<file path="src/rtl/fighter_action_fsm.sv">
// fighter_action_fsm: per-character action sequencer, advanced once per video frame.
// Handshake note: there is no valid/ready pair here. frame_tick_i is a one-cycle
// strobe that commits a decision; move/attack inputs are sampled only on that
// strobe, while hit_i is latched on any cycle and consumed by the next strobe.
module fighter_action_fsm #(
  parameter int X_MIN          = 0,
  parameter int X_MAX          = 560,
  parameter int X_INIT         = 100,
  parameter int STEP           = 2,
  parameter int FACE_INIT      = 1,
  parameter int WINDUP_FRAMES  = 4,
  parameter int ACTIVE_FRAMES  = 3,
  parameter int RECOVER_FRAMES = 6,
  parameter int HITSTUN_FRAMES = 10
) (
  input  logic       clk_i,
  input  logic       rst_i,
  input  logic       frame_tick_i,
  input  logic       move_l_i,
  input  logic       move_r_i,
  input  logic       attack_i,
  input  logic       hit_i,
  output logic [9:0] pos_x_o,
  output logic       facing_o,
  output logic [2:0] state_o,
  output logic [2:0] anim_idx_o,
  output logic       attack_active_o,
  output logic       attack_start_o
);

  typedef enum logic [2:0] {
    ST_IDLE    = 3'd0,
    ST_WALK_L  = 3'd1,
    ST_WALK_R  = 3'd2,
    ST_WINDUP  = 3'd3,
    ST_ACTIVE  = 3'd4,
    ST_RECOVER = 3'd5,
    ST_HITSTUN = 3'd6
  } state_e;

  localparam logic [9:0] X_MIN_C   = 10'(X_MIN);
  localparam logic [9:0] X_MAX_C   = 10'(X_MAX);
  localparam logic [9:0] X_INIT_C  = 10'(X_INIT);
  localparam logic [9:0] STEP_C    = 10'(STEP);
  localparam logic [9:0] LEFT_LIM  = 10'(X_MIN + STEP);
  localparam logic [9:0] RIGHT_LIM = 10'(X_MAX - STEP);
  localparam logic       FACE_C    = 1'(FACE_INIT);
  localparam logic [3:0] WINDUP_C  = 4'(WINDUP_FRAMES - 1);
  localparam logic [3:0] ACTIVE_C  = 4'(ACTIVE_FRAMES - 1);
  localparam logic [3:0] RECOVER_C = 4'(RECOVER_FRAMES - 1);
  localparam logic [3:0] HITSTUN_C = 4'(HITSTUN_FRAMES - 1);

  state_e     state_q, state_d;
  logic [3:0] cnt_q, cnt_d;
  logic [9:0] pos_q, pos_d;
  logic       face_q, face_d;
  logic [2:0] anim_q, anim_d;
  logic       act_q, act_d;
  logic       start_q, start_d;
  logic       prev_q, prev_d;
  logic       hp_q, hp_d;

  logic hit_now;
  logic atk_edge;
  logic timed;

  assign hit_now  = hp_q | hit_i;
  assign atk_edge = attack_i & ~prev_q;
  assign timed    = state_q inside {ST_WINDUP, ST_ACTIVE, ST_RECOVER, ST_HITSTUN};

  // Next-state, position, counter and registered-output decisions for one frame tick.
  always_comb begin
    state_d = state_q;
    cnt_d   = cnt_q;
    pos_d   = pos_q;
    face_d  = face_q;
    anim_d  = anim_q;
    act_d   = act_q;
    start_d = 1'b0;
    prev_d  = prev_q;
    hp_d    = hp_q | hit_i;
    if (frame_tick_i) begin
      prev_d = attack_i;
      hp_d   = 1'b0;
      if (hit_now) begin
        state_d = ST_HITSTUN;
        cnt_d   = HITSTUN_C;
      end else if (timed) begin
        if (cnt_q != 4'd0) begin
          cnt_d = cnt_q - 4'd1;
        end else begin
          unique case (state_q)
            ST_WINDUP: begin
              state_d = ST_ACTIVE;
              cnt_d   = ACTIVE_C;
            end
            ST_ACTIVE: begin
              state_d = ST_RECOVER;
              cnt_d   = RECOVER_C;
            end
            default: begin
              state_d = ST_IDLE;
              cnt_d   = 4'd0;
            end
          endcase
        end
      end else if (atk_edge) begin
        state_d = ST_WINDUP;
        cnt_d   = WINDUP_C;
        start_d = 1'b1;
      end else if (move_l_i && !move_r_i) begin
        state_d = ST_WALK_L;
        face_d  = 1'b0;
        pos_d   = (pos_q < LEFT_LIM) ? X_MIN_C : pos_q - STEP_C;
      end else if (move_r_i && !move_l_i) begin
        state_d = ST_WALK_R;
        face_d  = 1'b1;
        pos_d   = (pos_q > RIGHT_LIM) ? X_MAX_C : pos_q + STEP_C;
      end else begin
        state_d = ST_IDLE;
      end
      // A hit always restarts the animation, even when it re-enters HITSTUN.
      anim_d = ((state_d != state_q) || hit_now) ? 3'd0 : anim_q + 3'd1;
      act_d  = (state_d == ST_ACTIVE);
    end
  end

  // State and output registers; reset wins over everything.
  always_ff @(posedge clk_i) begin
    if (rst_i) begin
      state_q <= ST_IDLE;
      cnt_q   <= 4'd0;
      pos_q   <= X_INIT_C;
      face_q  <= FACE_C;
      anim_q  <= 3'd0;
      act_q   <= 1'b0;
      start_q <= 1'b0;
      prev_q  <= 1'b1;
      hp_q    <= 1'b0;
    end else begin
      state_q <= state_d;
      cnt_q   <= cnt_d;
      pos_q   <= pos_d;
      face_q  <= face_d;
      anim_q  <= anim_d;
      act_q   <= act_d;
      start_q <= start_d;
      prev_q  <= prev_d;
      hp_q    <= hp_d;
    end
  end

  assign pos_x_o         = pos_q;
  assign facing_o        = face_q;
  assign state_o         = state_q;
  assign anim_idx_o      = anim_q;
  assign attack_active_o = act_q;
  assign attack_start_o  = start_q;

endmodule

</file>
<file path="config.mk">
export PLATFORM = sky130hd
export DESIGN_NAME = fighter_action_fsm
export DESIGN_NICKNAME = d
export VERILOG_FILES = /design/src/rtl/fighter_action_fsm.sv
export SDC_FILE = /design/constraint.sdc
export NUM_CORES = 1
export LEC_CHECK = 0
export ABC_AREA = 1
export CORE_MARGIN = 4
export CORE_UTILIZATION = 48
export DETAILED_ROUTE_END_ITERATION = 12
export PLACE_DENSITY = 0.87
export SLEW_MARGIN = 20
export SYNTH_ARGS = -nofsm -noshare
export SYNTH_HDL_FRONTEND = slang
export SYNTH_SLANG_ARGS = --single-unit
</file>
<file path="constraint.sdc">
create_clock -name clk_i -period 1.3 [get_ports clk_i]
set_input_delay 0.26 -clock clk_i [delete_from_list [all_inputs] [get_ports clk_i]]
set_output_delay 0.26 -clock clk_i [all_outputs]
set_load 0.03 [all_outputs]
</file>
==> flow_summary.ini <==
[clocking]
clk_path_buf_depth = 2
cts-buffers-inserted = 3
cts_tree = done
numClockSinks = 24
htreeDepth = 1
path_clk_slew_ns = 0.15
root_buffer = clkbuf_4
cts_hold_buffers = 0
clk_latency_ns = 0.34

[placement]
gp_congestion = 0.9251
dp.cells = 367
hpwl_mm = 3.647
port-buffer-count = 24

[setup_path]
crit_fanout = 4
crit_buf_inv = 2
slowest_delay_ns = 0.43
critPathRequiredTime_ns = 1.53
worstPathCellList = nand2_4, nand2_4, nand3_4, nor2_8, buf_4, buf_4, nand3_4, a21oi_1, nand2_1
worstSetupPathType = reg2reg
rr_endpoint = pos_x_o[6]
crit_slowest_cell = dfxtp_4
reg2reg_from = state_o[1]
cp_data_arrival_time_ns = 1.82
crit_family = simple AND/OR/NAND/NOR gates
crit_path_end_kind = flop
worst-r2r-cell-count = 9
r2r_setup_slack_ns = -0.29
start_kind = flop

[yosys]
async_flop_share_pct = 0
synth_ff_type = dfxtp_1
synth_edf_count = 0
yosysMostFrequentCell = nand2_1
synth_area_leaders = dfxtp_1, nand2_1, inv_1
netlist_area_um2 = 1679
synthTopCellsByCount = nand2_1, inv_1, dfxtp_1
ys_warn_count = 0
ys_ff_latch = 24
syn-num-nets = 264
syn-instance-count = 250
ys_types = 35
syn_avg_cell_area_um2 = 6.716
ys_seq_area_share_pct = 28.61
yosys.area.top_type = dfxtp_1
synth_top_area_share_pct = 28.61

[drt]
drc = 0
vias_per_cell = 5.774
totalWireLength_mm = 7.096
antenna_left = 0
wl_per_cell_um = 18.19
vias = 2252
initialDrtViolationCount = 183
dr.pass1.iters = 5

[global_routing]
grt_pass1_wl_mm = 8.811
antenna_found_initial = 0
grt.total_usage_pct = 25.46
grt_pass1_vias = 2046
grt_max_degree = 15
gr-total-overflow = 0

[sta]
setup_violations = 20
hold_viol = 0
rsz0062_at_grt = yes
max_freq_ghz = 0.6304
whs_ns = 0.3601
fin_ws_ns = -0.2864
slew_violations = 0
clock_skew_ns = 0.004828
fin_crit_sh_pct = 122.0
min_period_ns = 1.586

[power_and_ir_drop]
p_seq_share_pct = 35.7
switching_power_mw = 0.8191
power_density_nw_per_um2 = 790.4
power_mw = 2.298
sw_frac_of_total_pct = 35.64
comb_power_share_pct = 39.1
vdd_drop_max_mv = 0.4863
clkPwrFrac_pct = 25.1
internal_power_mw = 1.479
p_leak_nw = 1.339

[outcome]
status = finished with violations
violations = setup timing

[floorplan]
core_um2 = 3363
start_util_pct = 49.93
ios = 26
die_w_um = 67.15
die_area_um2 = 4508
die_y_um = 67.15
rows = 21

[cells_and_area]
diodes = 0
syn2layout_area_growth_pct = 73.17
nets = 359
fin_cells = 390
drive_above_1_share_pct = 54.07
nFillCells = 188

[flow_run]
maxCapViolations = 0

[hold_path]
whs_endpoint = anim_idx_o[2]
worstHoldStart = frame_tick_i
worst_hold_path_type = in2reg
whs_path_depth = 3
## registers in the layout, indices dropped and copies added (netlist names)
register,count
facing_o,1
prev_q,1
pos_x_o,9
cnt_q,4
state_o,3
attack_start_o,1
anim_idx_o,3
attack_active_o,1
hp_q,1
## worst max path at each step
stage	startpoint	end	slack, ns	cells after the start
2_1_floorplan	pos_x_o[1]	pos_x_o[7]	-0.09	11
3_3_place_gp	move_r_i	anim_idx_o[1]	-0.57	10
3_5_place_dp	move_r_i	anim_idx_o[1]	-0.60	10
4_1_cts	pos_x_o[5]	pos_x_o[8]	-0.11	9
5_1_grt	state_o[1]	pos_x_o[9]	-0.34	11
6_report	state_o[1]	pos_x_o[6]	-0.29	9
## placed cells by master (no fill, tap or decap), types with 8 or more instances in the layout
cell type	n
o21ai_1	12
inv_1	24
nand3_2	10
a21oi_1	10
inv_2	14
dfxtp_4	8
buf_4	60
dfxtp_1	10
nor2_1	12
nand2_2	11
nand3_1	13
buf_6	21
nand2_1	40
nor2_4	9
## through the flow
stage / setup slack, ns / cell area [um2] / utilization [%] / TNS [ns]
floorplan: -0.09273 / 1755 / - / -0.3895
global placement: -0.5737 / 2379 / 70.72 / -9.505
detailed placement: -0.5977 / 2379 / 70.72 / -9.965
CTS: -0.1064 / 2655 / 78.94 / -1.224
global route: -0.3356 / 2908 / 86.46 / -4.603
finish: -0.2864 / 2908 / 86.46 / -3.218
## tightest hold or removal path, cell delays in order
cell	delay, ns
dlymetal6s2s_1	0.18
buf_4	0.18
a21oi_1	0.06
## area by class of cell
| type | count | area (um2) | share of cell area, % |
|---|---|---|---|
| Multi-Input combinational cell | 182 | 1325 | 45.57 |
| Timing Repair Buffer | 93 | 793.3 | 27.28 |
| Sequential cell | 24 | 518.0 | 17.81 |
| Inverter | 41 | 161.4 | 5.551 |
| Tap cell | 46 | 57.56 | 1.979 |
| Clock inverter | 1 | 30.03 | 1.033 |
| Clock buffer | 3 | 22.52 | 0.7745 |
## repair_timing
item | CTS | global route
gates cloned | 1 | 0
resized for setup | 71 | 63
buffers inserted | 6 | 12
pin swaps | 30 | 26
endpoints found under the setup margin | 25 | 31
## logic make-up (layout without fill, tap and decap cells)
logic type	Yosys count	in the layout	synth area share, %
AND/OR/NAND/NOR	122	123	36.96
adder cells (fa/ha/maj)	7	7	5.216
flip-flops	24	24	28.61
XOR/XNOR	6	6	3.130
buffers and inverters	45	138	10.80
other	1	1	0.2233
AO/OA/AOI/OAI	45	45	15.05
## power groups by stage
| stage | Clock, mW | Sequential (mW) | Combinational, mW |
|---|---|---|---|
| 6_report | 0.577 | 0.821 | 0.900 |
| 5_1_grt | 0.603 | 0.825 | 0.949 |
| 4_1_cts | 0.568 | 0.811 | 0.690 |
| 3_5_place_dp | 0 | 0.822 | 0.603 |
| 3_3_place_gp | 0 | 0.821 | 0.588 |
| 2_1_floorplan | 0 | 0.876 | 0.306 |
## per-layer routing
layer  up-vias  global-route usage (%)  wire (um)
li1       1015                       -          -
met1      1053                   27.45       2563
met2       134                   48.10       3682
met3        50                   2.995        422
met4         0                   13.16        427
met5         -                       0          0
Note: power is estimated with default switching activity, not from simulation.
